### src/rtl/data_pipe.sv
// data_pipe: elastic pipeline register of DEPTH stages carrying a WIDTH-bit payload.
// Valid/ready handshake on both sides. Empty stages accept from upstream even while
// downstream is stalled, so bubbles collapse under backpressure. Outputs come straight
// from the last stage register, so there is no combinational in->out data path.
//
// Ports:
//   clk        rising-edge clock
//   reset      synchronous active-low reset (0 = reset)
//   flush      synchronous clear of all in-flight entries (payload registers untouched)
//   in_valid   producer has data on in_data
//   in_ready   pipe accepts in_data this cycle (combinational from out_ready)
//   in_data    input payload
//   out_valid  last stage holds a valid entry
//   out_ready  consumer takes out_data this cycle
//   out_data   output payload (last stage register)
//   count      number of valid stages, 0..DEPTH
module data_pipe #(
    parameter int unsigned WIDTH = 8,
    parameter int unsigned DEPTH = 4,
    parameter logic [WIDTH-1:0] RESET_VALUE = '0,
    localparam int unsigned CW = $clog2(DEPTH + 1)
) (
    input  logic             clk,
    input  logic             reset,
    input  logic             flush,
    input  logic             in_valid,
    output logic             in_ready,
    input  logic [WIDTH-1:0] in_data,
    output logic             out_valid,
    input  logic             out_ready,
    output logic [WIDTH-1:0] out_data,
    output logic [CW-1:0]    count
);

    logic [DEPTH-1:0] vld_q;
    logic [WIDTH-1:0] dat_q [DEPTH];

    logic [DEPTH:0]   en;
    logic             push;
    logic [DEPTH-1:0] up_vld;
    logic [WIDTH-1:0] up_dat [DEPTH];

    // Enable ripples back from the consumer: a stage may load if it is empty or
    // the stage after it is moving.
    always_comb begin
        en[DEPTH] = out_ready;
        for (int i = DEPTH - 1; i >= 0; i--) begin
            en[i] = !vld_q[i] || en[i+1];
        end
    end

    assign in_ready = en[0] && !flush;
    assign push     = in_valid && in_ready;

    always_comb begin
        up_vld[0] = push;
        up_dat[0] = in_data;
        for (int i = 1; i < DEPTH; i++) begin
            up_vld[i] = vld_q[i-1];
            up_dat[i] = dat_q[i-1];
        end
    end

    always_ff @(posedge clk) begin
        if (!reset) begin
            vld_q <= '0;
            for (int i = 0; i < DEPTH; i++) begin
                dat_q[i] <= RESET_VALUE;
            end
        end else if (flush) begin
            vld_q <= '0;
        end else begin
            for (int i = 0; i < DEPTH; i++) begin
                if (en[i]) begin
                    vld_q[i] <= up_vld[i];
                    // A bubble moving in leaves the payload alone.
                    if (up_vld[i]) begin
                        dat_q[i] <= up_dat[i];
                    end
                end
            end
        end
    end

    // Popcount of stage valids; depends on registers only.
    always_comb begin
        count = '0;
        for (int i = 0; i < DEPTH; i++) begin
            count = count + CW'(vld_q[i]);
        end
    end

    assign out_valid = vld_q[DEPTH-1];
    assign out_data  = dat_q[DEPTH-1];

endmodule

### config.mk
export PLATFORM = sky130hd
export DESIGN_NAME = data_pipe
export DESIGN_NICKNAME = d
export VERILOG_FILES = /design/src/rtl/data_pipe.sv
export SDC_FILE = /design/constraint.sdc
export NUM_CORES = 1
export LEC_CHECK = 0
export CAP_MARGIN = 40
export CORE_MARGIN = 2
export CORE_UTILIZATION = 25
export DETAILED_ROUTE_END_ITERATION = 6
export HOLD_SLACK_MARGIN = 0.06
export PLACE_DENSITY = 0.42
export SLEW_MARGIN = 20
export SYNTH_ARGS = -nofsm -noshare
export SYNTH_HDL_FRONTEND = slang
export SYNTH_SLANG_ARGS = --single-unit
### constraint.sdc
create_clock -name clk -period 1.65 [get_ports clk]
set_clock_uncertainty 0.05 [all_clocks]
set_input_delay 0.165 -clock clk [delete_from_list [all_inputs] [get_ports clk]]
set_output_delay 0.165 -clock clk [all_outputs]
set_load 0.005 [all_outputs]
==> results of run 1 <==
critical path, delay by kind of cell (launching register included):
kind,cells,cell delay [ns]
adders and majority gates,3,0.96
DFF,1,0.34
buffers and inverters,3,0.17
cell usage in the layout (no fill, tap or decap), types with 2 or more instances in the layout:
cell type	instances
a211oi_2	8
buf_4	17
buf_6	5
clkbuf_8	5
clkdlybuf4s50_1	21
clkinv_1	2
dfxtp_2	3
edfxtp_1	32
ha_4	2
inv_1	11
inv_2	3
nand2_1	10
nor3_1	8
nor4b_1	15
o21ba_2	2
o31ai_2	2
timing repair:
item,in CTS,in global routing
gates resized for setup,26,6
buffers inserted,0,0
hold buffers,0,0
setup endpoints to repair,4,17
gates cloned,0,0
where the power goes:
group | internal (mW) | total (mW) | switching, mW
combinational | 0.0851 | 0.155 | 0.0702
sequential | 1.04 | 1.05 | 0.0104
clock | 0.294 | 0.604 | 0.310
total | 1.42 | 1.81 | 0.390
kinds of logic after synthesis:
logic type                 share of synthesized area (%)
adders and majority gates                           2.73
and+or+nand+nor                                     16.4
AOI/OAI and AO/OA                                   10.7
DFF                                                 63.1
buffers and inverters                               7.13
worst paths after layout:
path / startpoint / slack, ns / to
hold reg to reg: vld_q[2] / 0.55 / vld_q[3]
setup / recovery: vld_q[3] / -0.31 / count[1]
hold / removal: in_data[1] / 0.48 / dat_q[0][1]
setup reg to reg: vld_q[3] / 0.09 / dat_q[1][3]
routing by layer:
layer / global-route usage [%] / vias to the layer above
li1: - / 537
met1: 10.3 / 474
met2: 14.8 / 25
met3: 2.82 / 4
met4: 3.46 / 0
met5: 0 / -
cell type report:
type	count	area share, %
inverters	15	2.53
well taps	77	4.32
clock buffers	5	3.09
clock inverters	3	0.786
repair buffers	44	17.9
flip-flops and latches	36	46.9
multi-input cells	60	24.5
registers in the layout (all words and copies together), names as in the netlist:
name,cells
dat_q,32
vld_q,4
through the flow:
step           power (mW)  instance area (um2)  utilization (%)  std cells  hold slack, ns
2_1_floorplan        1.14                 1680                -        121           0.311
3_3_place_gp         1.22                 2100             33.0        232           0.548
3_5_place_dp         1.22                 2100             33.0        232           0.548
4_1_cts              1.83                 2220             34.9        240           0.471
5_1_grt              1.89                 2230             35.1        240           0.493
6_report             1.81                 2230             35.1        240           0.477
==> impl_metrics.py, run 1 <==
metrics = {
    "final_layout": {
        "area_growth_pct": 35.1,
        "fin_nets": 178,
        "num_antenna_cells": 0,
        "multi_input_area_um2": 547,
        "drive_above_1_share_pct": 34.4,
        "seq_area_um2": 1040,
        "fillers": 618,
    },
    "synth": {
        "synth_area_um2": 1650,
        "ys_warn_count": 0,
        "synth_seq_cells": 36,
        "ys.flop_type": "edfxtp_1",
        "synth_edf_count": 32,
        "synth_cells": 121,
        "synth_nets": 137,
        "yosysUniqueCellTypes": 24,
        "yosysSeqAreaShare_pct": 63.1,
        "synth_common_cells": "edfxtp_1 (32), nor4b_1 (16), inv_1 (14), nand2_1 (10)",
        "netlist_top_cells_area": "edfxtp_1 (58%), nor4b_1 (8.5%), a211oi_2 (6.1%)",
        "yosysMostFrequentCell": "edfxtp_1",
        "netlist.area_leader.share_pct": 58.2,
        "synth_top_area_cell": "edfxtp_1",
        "avgSynthCellArea_um2": 13.6,
        "ys_async_sr_fraction_pct": 0,
    },
    "timing": {
        "slew_headroom_pct": 80.3,
        "setup_violations": 3,
        "setup_tns_ns": -0.673,
        "min_period_ns": 1.96,
        "final.period_utilization_pct": 119,
        "slew_violations": 0,
        "max_freq_mhz": 511,
        "tightest_slew_ns": 0.294,
        "hold_violations": 0,
        "rsz0062_at_grt": "yes",
        "setup_slack_ns": -0.306,
    },
    "placement": {
        "numPortBuffers": 25,
        "post-place-ws_ns": -0.445,
        "hpwlAfterDp_mm": 2.08,
        "gp_congestion": 0.730,
    },
    "die": {
        "initial_core_util_pct": 26.0,
        "die_height_um": 85.3,
        "die-area_um2": 7270,
        "io-pin-count": 26,
        "rows": 29,
        "coreArea_um2": 6350,
        "fp.dieW_um": 85.3,
    },
    "global_route": {
        "grt_pass1_wl_mm": 4.99,
        "antenna_found_initial": 0,
        "grt_overflow_total": 0,
        "grt_max_degree": 21,
        "gr-usage-all-layers_pct": 8.78,
        "grt_pass1_vias": 1058,
    },
    "cts": {
        "cts_made_buffers": 5,
        "cts_tree": "done",
        "cts_buffer_depth": 2,
        "cts_root_buf": "clkbuf_8",
        "clock-sinks": 36,
        "cts.htree.levels": 2,
        "insertion_delay_ns": 0.28,
        "clk_pin_slew_worst_paths_ns": 0.07,
    },
    "detailed_routing": {
        "wl_met3_um": 122,
        "routed.top_layer": "met4",
        "first_pass_iters": 4,
        "wire_per_inst_um": 11.7,
        "dr_wl_met2_mm": 1.42,
        "drt_iter0_markers": 45,
        "route.detailed.drc": 0,
        "wirelength_mm": 2.81,
        "wl_met1_mm": 1.24,
        "final_antenna_net_count": 0,
        "vias": 1040,
        "vias_per_cell": 4.33,
    },
    "critical_path": {
        "cp.arrival_ns": 1.74,
        "crit_path_start_kind": "flop",
        "slowest_delay_ns": 0.54,
        "cp_cell_sequence": "inv_2 -> fa_1 -> inv_2 -> ha_4 -> ha_4 -> buf_6",
        "rr_worst_depth": 5,
        "path_class": "flop to primary output",
        "cp_slowest_cell": "fa_1",
        "path_max_fanout": 2,
        "crit_required_ns": 1.43,
        "cp-end-kind": "primary output",
    },
    "run_status": {
        "status": "finished with violations",
        "violations": "negative setup slack",
    },
    "run": {
        "drv_cap": 0,
    },
    "worst_hold_path": {
        "hp-class": "input pin to flop",
        "min_path_cells": 3,
    },
    "power": {
        "p_leak_nw": 0.776,
        "peakVddDrop_uv": 312,
        "power.density_nw_per_um2": 810,
    },
}
(Power assumes the default switching activity.)
==> inputs of run 2 (changes only) <==
Settings changed: CTS_CLUSTER_DIAMETER set to 150.
==> results of run 2 <==
No change in the layout: final DEF, timing and power equal those of run 1.
==> inputs of run 3 (changes only) <==
Settings changed: CAP_MARGIN 40 to 20.
==> results of run 3 <==
No change in the layout: final DEF, timing and power equal those of run 1.
